--- src/rtl/nn_class_argmax.sv ---
// Output-layer argmax: regenerates the neuron-layer valid strobe through a
// fixed delay line, captures the layer outputs and serially scans for the winner.
module nn_class_argmax #(
  parameter int N_OUT    = 7,
  parameter int W        = 17,
  parameter int PIPE_LAT = 6,
  parameter int IDXW     = 4
) (
  input  logic               clk,
  input  logic               rst_n,
  input  logic               in_valid,
  input  logic [N_OUT*W-1:0] y_bus,
  output logic               out_valid,
  input  logic               out_ready,
  output logic [IDXW-1:0]    class_idx,
  output logic [W-1:0]       class_score,
  output logic               busy,
  output logic               overrun,
  input  logic               clr_overrun
);

  // Handshake: a result transfers on any rising edge where out_valid and
  // out_ready are both high; out_valid, class_idx and class_score hold stable
  // until then, and out_valid never drops without a transfer except on reset.

  typedef enum logic [1:0] {IDLE, SCAN, DONE} state_t;

  localparam logic [IDXW-1:0] LAST_IDX  = IDXW'(N_OUT - 1);
  localparam logic [IDXW-1:0] FIRST_CNT = IDXW'((N_OUT > 1) ? 1 : 0);

  state_t              state;
  logic [PIPE_LAT-1:0] vld_sr;
  logic                vld_d;
  logic [W-1:0]        ybuf [N_OUT];
  logic [W-1:0]        best_score;
  logic [IDXW-1:0]     best_idx;
  logic [IDXW-1:0]     cnt;
  logic [W-1:0]        cur;
  logic                cur_wins;
  logic                last;
  logic                xfer;
  logic                capture;
  logic                drop;

  assign vld_d = vld_sr[PIPE_LAT-1];

  // Free-running strobe delay matching the neuron pipeline latency.
  always_ff @(posedge clk or negedge rst_n) begin
    if (!rst_n) begin
      vld_sr <= '0;
    end else begin
      vld_sr[0] <= in_valid;
      for (int i = 1; i < PIPE_LAT; i++) vld_sr[i] <= vld_sr[i-1];
    end
  end

  always_comb begin
    cur = '0;
    for (int i = 0; i < N_OUT; i++) begin
      if (cnt == IDXW'(i)) cur = ybuf[i];
    end
  end

  assign cur_wins = (cur > best_score);
  assign last     = (cnt == LAST_IDX);
  assign xfer     = (state == DONE) && out_ready;
  assign capture  = vld_d && ((state == IDLE) || xfer);
  assign drop     = vld_d && ((state == SCAN) || ((state == DONE) && !out_ready));

  always_ff @(posedge clk or negedge rst_n) begin
    if (!rst_n) begin
      state       <= IDLE;
      for (int i = 0; i < N_OUT; i++) ybuf[i] <= '0;
      best_score  <= '0;
      best_idx    <= '0;
      cnt         <= '0;
      out_valid   <= 1'b0;
      class_idx   <= '0;
      class_score <= '0;
      busy        <= 1'b0;
    end else if (capture) begin
      for (int i = 0; i < N_OUT; i++) ybuf[i] <= y_bus[i*W +: W];
      best_score <= y_bus[W-1:0];
      best_idx   <= '0;
      cnt        <= FIRST_CNT;
      busy       <= 1'b1;
      if (N_OUT == 1) begin
        state       <= DONE;
        out_valid   <= 1'b1;
        class_idx   <= '0;
        class_score <= y_bus[W-1:0];
      end else begin
        state       <= SCAN;
        out_valid   <= 1'b0;
        class_idx   <= '0;
        class_score <= '0;
      end
    end else if (xfer) begin
      state       <= IDLE;
      out_valid   <= 1'b0;
      class_idx   <= '0;
      class_score <= '0;
      busy        <= 1'b0;
    end else if (state == SCAN) begin
      // Strict compare keeps the earlier index on ties.
      if (cur_wins) begin
        best_score <= cur;
        best_idx   <= cnt;
      end
      if (last) begin
        state       <= DONE;
        cnt         <= '0;
        out_valid   <= 1'b1;
        class_idx   <= cur_wins ? cnt : best_idx;
        class_score <= cur_wins ? cur : best_score;
      end else begin
        cnt <= cnt + IDXW'(1);
      end
    end
  end

  // Set beats clear so a drop in the clearing cycle is never lost.
  always_ff @(posedge clk or negedge rst_n) begin
    if (!rst_n) begin
      overrun <= 1'b0;
    end else if (drop) begin
      overrun <= 1'b1;
    end else if (clr_overrun) begin
      overrun <= 1'b0;
    end
  end

endmodule
--- config.mk ---
export PLATFORM = sky130hd
export DESIGN_NAME = nn_class_argmax
export DESIGN_NICKNAME = d
export VERILOG_FILES = /design/src/rtl/nn_class_argmax.sv
export SDC_FILE = /design/constraint.sdc
export NUM_CORES = 1
export LEC_CHECK = 0
export ABC_AREA = 1
export BUFFER_PORTS_ARGS = -buffer_cell sky130_fd_sc_hd__buf_4
export CAP_MARGIN = 25
export CORE_UTILIZATION = 48
export DETAILED_ROUTE_END_ITERATION = 10
export GPL_TIMING_DRIVEN = 0
export PLACE_DENSITY = 0.7
export SETUP_SLACK_MARGIN = 0.15
export SLEW_MARGIN = 25
export SYNTH_ARGS = -nofsm -noshare
export SYNTH_HDL_FRONTEND = slang
export SYNTH_SLANG_ARGS = --single-unit
--- constraint.sdc ---
create_clock -name clk -period 3.5 [get_ports clk]
set_input_delay 0.35 -clock clk [delete_from_list [all_inputs] [get_ports clk]]
set_output_delay 0.35 -clock clk [all_outputs]
set_load 0.02 [all_outputs]
* Word-level counts from Yosys, hierarchy flattened
Cells that the tools add are included.
** Storage, ports and cells
- Output and inout bits :: 24
- Input bits :: 124
- Register bits after elaboration :: 176
- Logic and storage cells :: 83
** Operators by class
- Eq/ne operators :: 9
- Magnitude comparators :: 1
- Reductions and logical operators :: 16
- Add/sub/neg operators :: 1
- Mux-type cells :: 39
** Operator list (count)
- 17-bit two-way mux :: 15
- 4-bit two-way mux :: 12
- 17-bit > comparator :: 1
- 4-bit by 3-bit == test with 1-bit output (second input constant) :: 3
- 4-bit by 2-bit == test with 1-bit output (second input constant) :: 2
- 1-bit two-way mux :: 8
- 2-bit two-way mux :: 4
- 2-bit nonzero test :: 3
- 3-bit nonzero test :: 2
- 4-bit by 1-bit adder with 4-bit output (second input constant) :: 1
- 4-bit by 1-bit == test with 1-bit output (second input constant) :: 1
- 1-bit logical AND :: 4
- 4-bit logical NOT :: 1
- 2-bit AND reduction :: 2
- 2-bit by 1-bit == test with 1-bit output (second input constant) :: 1
- 2-bit == test (second input constant) :: 1
- 2-bit logical NOT :: 1
- 1-bit logical OR :: 2
- 2-bit by 1-bit != test with 1-bit output (second input constant) :: 1
- 1-bit logical NOT :: 1

* Depth between registers and ports, before layout
Gate-level depths: netlist of the first run.
- Depth in word-level cells :: 14
- Mapped depth :: 24
- Gate-level depth less buffers :: 21

* Worst setup path before layout of the first run
No wires, ideal clock.
- Path kind :: reg2reg
- Start point :: reg cnt[1]
- End point :: reg best_score[16]
- Data required time :: 3.376 ns
- Buffers on the path :: 3
- Cell stages (with the launch flop) :: 19
- Slack :: 0.880 ns
- Setup time :: 0.124 ns
- Clock period less this slack :: 2.620 ns
- Arrival :: 2.496 ns
- Cell sequence :: dfrtp_1 buf_4 inv_1 nor2_2 nand2_4 clkbuf_2 or2_0 nand2_1 inv_1 ha_1 nand2_1 nor2_1 nand2_1 nand3b_1 nand3_1 buf_4 nand2_1 nand3_1 nand3_1
** On the way
- Cells in the longest elaborated chain, start to end :: 13
- Elaborated cells on any way between the ends :: 19
- Classes of those cells :: 1 x order compare; 6 x eq/ne; 11 x mux; 1 x reduce/logical
** Ends and longest elaborated chain
- from (decl) :: RTL line 37 : logic [IDXW-1:0] cnt;
- from (signal assigned) :: RTL line 117 : cnt <= cnt + IDXW'(1);
- 4-bit logical NOT :: RTL line 60 : if (cnt == IDXW'(i)) cur = ybuf[i];
- 17-bit two-way mux (6 in series) :: RTL line 60
- 17-bit two-way mux * :: RTL line 60
- 17-bit > comparator :: RTL line 64 : assign cur_wins = (cur > best_score);
- 17-bit two-way mux * :: RTL line 106 : if (cur_wins) begin
- 17-bit two-way mux * :: RTL line 104 : end else if (state == SCAN) begin
- 17-bit two-way mux * :: RTL line 98 : end else if (xfer) begin
- 17-bit two-way mux * :: RTL line 81 : end else if (capture) begin
- to (signal assigned) :: RTL line 83 : best_score <= y_bus[W-1:0];
- to (signal assigned) :: RTL line 107 : best_score <= cur;
- to (decl) :: RTL line 35 : logic [W-1:0] best_score;
Every way passes the cells marked *; elsewhere a longest branch is shown, timed or not. The select of a mux whose other input is x is not followed.
A chain may end at the register's enable or synchronous reset.

* Worst setup path in the final report of the first run
- Start point :: reg cnt[0]
- End point :: reg best_idx[3]
** On the way
- Cells in the longest elaborated chain, start to end :: 13
- Elaborated cells on any way between the ends :: 19
- Classes of those cells :: 1 x order compare; 6 x eq/ne; 11 x mux; 1 x reduce/logical
** Ends and longest elaborated chain
- 4-bit logical NOT :: RTL line 60
- 17-bit two-way mux (6 in series) :: RTL line 60
- 17-bit two-way mux * :: RTL line 60
- 17-bit > comparator * :: RTL line 64
- 4-bit two-way mux * (4 in series)
- to (signal assigned) :: RTL line 108 : best_idx <= cnt;
- to (decl) :: RTL line 36 : logic [IDXW-1:0] best_idx;
Marks and branches as above.

==> summary.md, run 1 <==
| Metric | Value |
|---|---|
| Worst slew margin | 58.0% |
| CP max-delay cell | dfrtp_1 |
| Final Cycle Share | 93.0% |
| Worst path most repeated cell | nand2_1 |
| Gpl congestion | 0.884 |
| GRT Total Usage | 28.3% |
| Post-Route WL | 24900 microns |
| Met2 Use GR | 44.6% |
| DP Cell Count | 1520 |
| Clock-pin slew on the worst setup and hold paths | 70 ps |
| Setup TNS | 0 ps |
| Grt ovf | 0 |
| Leading area contributor after synthesis | dfrtp_1 |
| Met1 Use GR | 40.4% |
| Leakage power | 0.00591 uW |
| Final instance area | 10900 sq um |
| Max Clk Rate | 307 MHz |
| Mean Syn Cell Area | 7.58 sq um |
| Layout area overhead | 25.2% |
| Final Skew | 8.69 ps |
| CP startpoint | cnt[0] |
| CORE AREA | 17500 sq um |
| Worst EP arrival | 3580 ps |
| H-tree depth | 4 |
| Worst-Margin Slew | 629 ps |
| Delay-heaviest family, CP | simple AND/OR/NAND/NOR gates |
| Router iterations before antenna repair | 5 |
| Initial antenna violation count | 0 |
| Wire per inst | 16.0 microns |
| Distinct cells, synth | 30 |
| CP max stage delay | 360 ps |
| Part of the Yosys area used for sequential elements | 50.4% |
| Vias per inst | 5.12 |
| Pin count of the biggest net entering global routing | 82 |
| Tmin final | 3260 ps |
| Hold path startpoint | in_valid |
| Min-delay worst type | primary input to flip-flop |
| DP HPWL | 18600 microns |
| RSZ-0062 raised after global routing | no |
| Crit-path max FO | 10 |
| Global-route wire length before repair | 39000 microns |
| Clk sinks | 175 |
| Worst-Skew Late Latency | 430 ps |
| Die Span X | 137 microns |
| Final setup vio count | 0 |
| Final Slew Violations | 0 |
| Synth warn | 0 |
| Die area | 18600 sq um |
| Main area contributors after synthesis | dfrtp_1, nand2_1, nand3_1 |
| Final hold violation count | 0 |
| Share of layout cells above drive strength 1 | 20.1% |
| Iter 0 DRT Violations | 669 |
| Met3 Usage GRT | 4.30% |
| Max cap viols | 0 |
| N_diodes | 0 |
| DRC | 0 |
| Max clock buf depth | 2 |
| Cells along the critical path | buf_4 > inv_2 > nor2_4 > clkbuf_4 > nand3_1 > nand2_1 > nor2_1 > nand4_1 > nand2_1 > inv_1 > ha_1 > nand2_1 > nor2_1 > nand2_1 > nand3b_1 > nand3_2 > buf_4 > nand3_1 > nand3_1 > nand2_1 |
| Number of global-route vias before repair | 7549 |
| Worst r2r src | cnt[0] |
| Worst setup SP type | flip-flop |
| Finished Layout Cells | 1559 |
| Synth top area share | 50.4% |
| Power Dens Cells | 375 nW/um^2 |
| Outcome | finished clean |
| Via count | 7979 |
| Clk root buf | clkbuf_16 |
| GRT busiest layer | met2 |
| ANT nets after route | 0 |
| Post-synthesis register bit count | 175 |
| Placement Cell Area | 10100 sq um |
| Core Rows | 48 |
| Max IR drop VDD | 0.365 mV |
| Ports | 148 |
| CTS Buf Count | 17 |
| Gate count after technology mapping | 1146 |
| Mapped Area | 8690 sq um |
| CP required | 3820 ps |
| Starting Density | 49.7% |
| Chip height | 137 microns |
| Critical path endpoint category | flip-flop |
| Critical path buffers and inverters | 5 |
| Syn Nets | 1287 |
| CTS tree | built |
| Final nets | 1462 |
| Crit path kind | flip-flop to flip-flop |
| Count of buffers from port buffering | 147 |
## what timing repair did
action,in CTS,in global routing
hold buffers,1,0
pin swaps,1,3
setup endpoints to repair,25,42
buffers inserted,1,5
gates resized for setup,1,32
gates cloned,0,0
hold endpoints to repair,41,0
## layer usage
metal	vias up	wire length [microns]
li1	3904	-
met1	3750	11200
met2	290	11600
met4	0	411
met3	35	1720
met5	-	0
## stage by stage
step / power [uW] / setup slack, ps / hold WS [ps] / utilization, %
after global placement: 2220 / 172 / 332 / 57.6
after global routing: 4180 / 117 / 9.35 / 62.2
after floorplan: 2070 / 880 / 54.4 / -
final: 4080 / 243 / 18.9 / 62.2
after CTS: 4090 / 150 / 11.6 / 61.5
after detailed placement: 2230 / 108 / 258 / 58.0
## registers in the layout, summed over array words and instances, names as in the netlist
name         cells
class_idx        4
out_valid        1
overrun          1
best_idx         4
busy             1
ybuf           119
state            1
class_score     17
cnt              4
vld_sr           6
best_score      17
## synth_stat cells (all sizes together)
cell type / number
ha: 17
and2: 1
nand4: 19
buf: 39
o22ai: 1
nor2: 50
clkbuf: 17
o21ai: 39
a31oi: 3
inv: 107
nand3: 118
nand2: 532
nand3b: 1
a21o: 1
or2: 17
a21oi: 7
nor3: 2
dfrtp: 175
## layout make-up
class / count / area (sq um)
timing repair buffer: 156 / 1230
clock inverter: 12 / 135
fill: 1616 / 6600
tap: 225 / 282
sequential: 175 / 4380
multi-input combinational: 808 / 3700
buffer: 56 / 300
inverter: 107 / 402
clock buffer: 20 / 447
## cells by family after synthesis
family,count (synthesis),synth area share [%]
AO/OA/AOI/OAI,51,3.02
flip-flops,175,50.4
buffers and inverters,163,7.83
adder cells (fa/ha/maj),17,2.45
AND/OR/NAND/NOR,740,36.3
## worst reg2reg max path, stage by stage, from the launching register on
cell	delay [ps]
dfrtp_1	360
buf_4	170
inv_2	110
nor2_4	80
clkbuf_4	200
nand3_1	90
nand2_1	70
nor2_1	240
nand4_1	200
nand2_1	170
inv_1	60
ha_1	270
nand2_1	60
nor2_1	110
nand2_1	60
nand3b_1	230
nand3_2	150
buf_4	200
nand3_1	130
nand3_1	130
nand2_1	60
## cells in the final DEF, fill, tap and decap left out, drive strengths merged
| cell | Yosys | final |
|---|---|---|
| o22ai | 1 | 1 |
| nand3b | 1 | 1 |
| or2 | 17 | 17 |
| nor3 | 2 | 2 |
| dfrtp | 175 | 175 |
| o21ai | 39 | 39 |
| clkinv | 0 | 3 |
| nor2 | 50 | 50 |
| nand3 | 118 | 118 |
| buf | 39 | 189 |
| nand2 | 532 | 532 |
| dlygate4sd3 | 0 | 1 |
| a21o | 1 | 1 |
| clkinvlp | 0 | 4 |
| a31oi | 3 | 3 |
| inv | 107 | 110 |
| bufinv | 0 | 2 |
| a21oi | 7 | 7 |
| nand4 | 19 | 19 |
| clkbuf | 17 | 42 |
| ha | 17 | 17 |
| and2 | 1 | 1 |
## power breakdown
group / internal, uW / switching (uW)
logic: 93.6 / 66.3
registers: 2030 / 1.21
clock network: 1080 / 817
total: 3190 / 885
## final timing paths
kind | end | slack [ps] | cells past startpoint
worst max-delay path | best_idx[3] | 240 | 20
worst min-delay path | vld_sr[0] | 20 | 1
worst max register to register | best_idx[3] | 240 | 20
worst min register to register | vld_sr[2] | 350 | 0
max in group asynchronous | best_score[12] | 2120 | 4
min in group asynchronous | ybuf[37] | 380 | 2
Note: power is estimated with default switching activity, not from simulation.
==> run 2: changes to the inputs <==
ABC_CLOCK_PERIOD_IN_PS = 3500   (was unset)
CELL_PAD_IN_SITES_DETAIL_PLACEMENT = 1   (was unset)
CELL_PAD_IN_SITES_GLOBAL_PLACEMENT = 2   (was unset)
CORE_UTILIZATION = 32   (was 48)
GPL_ROUTABILITY_DRIVEN = 0   (was unset)
PLACE_DENSITY = unset   (was 0.7)
PLACE_DENSITY_LB_ADDON = 0.1   (was unset)
==> run 2 against run 1 <==
  * Final cell count up 7.6%
  * Non-clock buffer count increased by 8
  * First-iteration DRC count decreased by 32%
  * Sequential share of layout area decreased by 1.2 points
  * Critical endpoint is now best_score[10]
  * Critical path type unchanged
==> summary.md, run 2 (synthesized netlist as in run 1, its figures left out) <==
| Metric | Value |
|---|---|
| Outcome | finished clean |
| Fillers | 3263 |
| Worst-Skew Late Latency | 440 ps |
| Final worst-path setup slack | 303 ps |
| Final core utilization | 42.6% |
| Max clock buf depth | 2 |
| Max cap viols | 0 |
| Final nets | 1470 |
| Finished Layout Cells | 1677 |
| Max Clk Rate | 313 MHz |
| Clk root buf | clkbuf_16 |
| Register name with the most flops | ybuf |
| DRC | 0 |
| Commonest non-fill, non-tap cell in the layout | nand2_1 |
| Core Rows | 59 |
| Final Skew | 14.4 ps |
| Crit path kind | flip-flop to flip-flop |
| Starting Density | 33.0% |
| Worst-Margin Slew | 652 ps |
| Min-delay worst type | primary input to flip-flop |
| Number of global-route vias before repair | 8209 |
| Post-Route WL | 30000 microns |
| CP required | 3830 ps |
| Die Span X | 167 microns |
| Wire per inst | 17.9 microns |
| RSZ-0062 raised after global routing | no |
| CP max-delay cell | dfrtp_1 |
| CP max stage delay | 330 ps |
| Die area | 27800 sq um |
| Pin count of the biggest net entering global routing | 88 |
| Ports | 148 |
| Layout area overhead | 29.1% |
| Leakage power | 0.00600 uW |
| DP HPWL | 22700 microns |
| Final hold violation count | 0 |
| Vias per inst | 4.73 |
| Worst slack, placed | -98.9 ps |
| GRT Total Usage | 22.3% |
| N_diodes | 0 |
| H-tree depth | 4 |
| Iter 0 DRT Violations | 458 |
| Worst setup SP type | flip-flop |
| CTS tree | built |
| ANT nets after route | 0 |
| Share of layout cells above drive strength 1 | 21.7% |
| Worst EP arrival | 3520 ps |
| Cells along the critical path | buf_4 > inv_4 > nor2_4 > clkbuf_4 > nand3_1 > nand2_1 > inv_1 > nand4_1 > nand2_2 > inv_1 > ha_1 > nand2_1 > nor2_4 > and2_4 > nand3b_1 > nand3_4 > nand2_2 > buf_6 > nand2_1 > nand3_1 > nand2_1 |
| DP Cell Count | 1630 |
| Count of buffers from port buffering | 147 |
| Power Dens Cells | 375 nW/um^2 |
| Tmin final | 3200 ps |
| Final setup vio count | 0 |
| CORE AREA | 26400 sq um |
| Chip height | 167 microns |
| Global-route wire length before repair | 47000 microns |
| Initial antenna violation count | 0 |
| Max IR drop VDD | 0.276 mV |
| Registers with the most flip-flops | ybuf x119, best_score x17, class_score x17 |
| Critical path endpoint category | flip-flop |
| Router iterations before antenna repair | 4 |
| Clock-pin slew on the worst setup and hold paths | 80 ps |
| CTS Buf Count | 17 |
| Clk sinks | 175 |
| Via count | 7938 |
| Worst slew margin | 56.5% |
| Setup TNS | 0 ps |
| Grt ovf | 0 |
| Final Slew Violations | 0 |
| Final Cycle Share | 91.3% |
| Crit-path max FO | 10 |
| Worst path most repeated cell | nand2_1 |
| Max reg flops | 119 |
| Most frequent cells in the layout | nand2_1, dfrtp_1, buf_4 |
[run 2: cell types whose count changed in the layout (fill, tap and decap cells not counted), sizes merged]
cell,before,now
clkinv,3,2
inv,110,115
buf,189,196
clkbuf,42,41
clkinvlp,4,2
[run 2: repair_timing]
action / in CTS / in global routing
resized for setup: 18 / 45
hold buffers: 1 / 0
setup buffers: 5 / 8
pin swaps: 4 / 16
gates cloned: 0 / 1
setup endpoints to repair: 42 / 42
endpoints found under the hold margin: 11 / 0
[run 2: area by class of cell]
type | instances | area [sq um] | share of cell area (%)
sequential | 175 | 4380 | 39.1
multi-input combinational | 808 | 3760 | 33.5
timing repair buffer | 164 | 1300 | 11.6
clock buffer | 18 | 439 | 3.92
tap | 335 | 419 | 3.74
inverter | 107 | 404 | 3.60
buffer | 56 | 344 | 3.07
clock inverter | 14 | 170 | 1.52
[run 2: critical path, delay by kind of cell (launching register included)]
kind                       cells  cell delay, ps
adders and majority gates      1             230
buffers and inverters          6             770
DFF                            1             330
and+or+nand+nor               14            1740
[run 2: worst paths after layout]
check | start | endpoint | slack, ps | cells after the start
max | cnt[0] | best_score[10] | 300 | 21
min | in_valid | vld_sr[0] | 30 | 1
max reg2reg | cnt[0] | best_score[10] | 300 | 21
min reg2reg | vld_sr[1] | vld_sr[2] | 350 | 0
max in group asynchronous | rst_n | cnt[2] | 2530 | 3
min in group asynchronous | rst_n | ybuf[80] | 300 | 2
[run 2: layer usage]
metal / up-vias / track usage, % / routed length (microns)
met5: - / 0 / 0
met4: 0 / 5.07 / 479
li1: 3920 / - / -
met3: 23 / 3.26 / 917
met1: 3850 / 31.6 / 14600
met2: 145 / 35.8 / 14000
[run 2: power by group]
part	switching (uW)	total, uW	internal (uW)
Combinational	68.9	163	93.7
Clock	920	2020	1100
Sequential	1.07	2020	2020
[run 2: stage by stage]
step	cell area, sq um	hold slack, ps	power (uW)
after floorplan	8690	54.4	2070
after global placement	10200	335	2220
after detailed placement	10300	160	2230
after CTS	11000	25.1	4260
after global routing	11200	16.9	4340
final	11200	31.9	4210
==> run 3: changes to the inputs <==
CORE_ASPECT_RATIO = 1.5   (was unset)
==> run 3 against run 2 <==
  * Flip-flop and latch count unchanged
  * Sequential power about the same
  * Clock skew down 6.1 ps
  * Final area down 0.38%
  * Hold slack better by 66 ps
  * Clock power down 2%
  * Total power down 1.1%
  * Register-to-register slack better by 30 ps
  * Sequential share of layout area up 0.15 points
  * First-iteration DRC count down 47%
==> summary.md, run 3 (synthesized netlist as in run 1, its figures left out) <==
| Metric | Value |
|---|---|
| Outcome | finished clean |
| GRT Total Usage | 22.8% |
| CORE AREA | 26600 sq um |
| ANT nets after route | 0 |
| Leakage power | 0.00598 uW |
| Final Skew | 8.37 ps |
| Final Cycle Share | 90.4% |
| Chip height | 204 microns |
| Crit-path max FO | 10 |
| Worst path depth | 23 |
| Registers with the most flip-flops | ybuf x119, best_score x17, class_score x17 |
| Max reg flops | 119 |
| Final hold violation count | 0 |
| Global-route wire length before repair | 46900 microns |
| CTS Buf Count | 17 |
| Hold path depth | 3 |
| Max Clk Rate | 316 MHz |
| Min-delay worst type | primary input to flip-flop |
| Final core utilization | 42.0% |
| Max clock buf depth | 2 |
| Tmin final | 3160 ps |
| Finished Layout Cells | 1679 |
| Total chip power | 4160 uW |
| Clk sinks | 175 |
| N_diodes | 0 |
| CP max-delay cell | dfrtp_1 |
| Final Slew Violations | 0 |
| Commonest non-fill, non-tap cell in the layout | nand2_1 |
| CP max stage delay | 360 ps |
| Worst-Skew Late Latency | 440 ps |
| DP Cell Count | 1632 |
| Worst EP arrival | 3490 ps |
| Via count | 7873 |
| Critical path endpoint category | flip-flop |
| Final setup vio count | 0 |
| Cells along the critical path | buf_4 > clkinvlp_4 > nor2_4 > buf_12 > buf_6 > nand3_1 > nand2_1 > nor2_2 > nand4_1 > nand2_2 > inv_1 > ha_1 > nand2_2 > inv_1 > nand2_1 > nand2_1 > a21oi_2 > nand3_4 > nand2_2 > buf_6 > nand2_1 > nand3_1 > nand2_1 |
| Vias per inst | 4.69 |
| H-tree depth | 4 |
| Router iterations before antenna repair | 4 |
| Max cap viols | 0 |
| Worst slew margin | 51.4% |
| Max IR drop VDD | 0.354 mV |
| Die Span X | 137 microns |
| RSZ-0062 raised after global routing | no |
| Post-Route WL | 29800 microns |
| Worst setup SP type | flip-flop |
| Count of buffers from port buffering | 147 |
| Delay-heaviest family, CP | simple AND/OR/NAND/NOR gates |
| Power Dens Cells | 373 nW/um^2 |
| Critical path buffers and inverters | 7 |
| DRC | 0 |
| Reg2reg path depth | 23 |
| Final nets | 1470 |
| Die area | 27800 sq um |
| Number of global-route vias before repair | 8498 |
| Clock-pin slew on the worst setup and hold paths | 70 ps |
| Clk root buf | clkbuf_16 |
| Share of layout cells above drive strength 1 | 21.1% |
| DP HPWL | 23000 microns |
| Crit path kind | flip-flop to flip-flop |
| Wire per inst | 17.7 microns |
| Initial antenna violation count | 0 |
| Register name with the most flops | ybuf |
| Grt ovf | 0 |
| Starting Density | 32.7% |
| Most frequent cells in the layout | nand2_1, dfrtp_1, buf_4 |
| Fillers | 3286 |
| Iter 0 DRT Violations | 243 |
| Hold WS | 97.7 ps |
| Ports | 148 |
| Worst path most repeated cell | nand2_1 |
| CTS tree | built |
| CP required | 3820 ps |
| Core Rows | 73 |
| Layout area overhead | 28.6% |
| Worst-Margin Slew | 729 ps |
| Pin count of the biggest net entering global routing | 81 |
run 3: what timing repair did:
item | CTS | global route
buffers inserted | 2 | 10
hold buffers | 2 | 0
gates cloned | 0 | 1
gates resized for setup | 13 | 44
endpoints found under the hold margin | 42 | 0
setup endpoints to repair | 42 | 42
pin swaps | 2 | 8
run 3: metrics by stage:
stage	TNS, ps	setup slack, ps	cell area (sq um)
2_1_floorplan	0	880	8690
4_1_cts	0	160	11000
3_3_place_gp	0	32.4	10200
5_1_grt	0	113	11200
3_5_place_dp	-33.7	-15.6	10300
6_report	0	335	11200
run 3: where the power goes:
group / internal (uW) / switching, uW
clock network: 1130 / 846
registers: 2030 / 1.46
logic: 94.3 / 69.1
run 3: path summary, 6_finish.rpt:
path	slack (ps)	start	endpoint
setup / recovery	340	cnt[0]	class_score[14]
hold / removal	100	y_bus[76]	ybuf[42]
setup reg to reg	340	cnt[0]	class_score[14]
hold reg to reg	350	vld_sr[4]	vld_sr[5]
max in group asynchronous	2330	rst_n	cnt[2]
min in group asynchronous	400	rst_n	class_score[12]
run 3: worst reg2reg max path: cells and delay by family (launching register included):
family | cells | cell delay [ps]
fa+ha+maj | 1 | 300
simple gates | 14 | 1350
compound gates | 1 | 220
flops | 1 | 360
buf+inv | 7 | 840
run 3: routing by layer:
layer	global-route usage, %	wire (microns)	up-vias
li1	-	-	3905
met1	27.2	12700	3817
met2	41.7	15900	120
met3	2.73	597	31
met4	7.18	567	0
met5	0	0	-
run 3: cell type report:
| cell class | count | area [sq um] | area share [%] |
|---|---|---|---|
| Buffer | 56 | 342 | 3.06 |
| Clock buffer | 23 | 488 | 4.37 |
| Clock inverter | 9 | 108 | 0.963 |
| Inverter | 107 | 405 | 3.63 |
| Multi-Input combinational cell | 808 | 3730 | 33.4 |
| Sequential cell | 175 | 4380 | 39.2 |
| Tap cell | 337 | 422 | 3.77 |
| Timing Repair Buffer | 164 | 1290 | 11.6 |
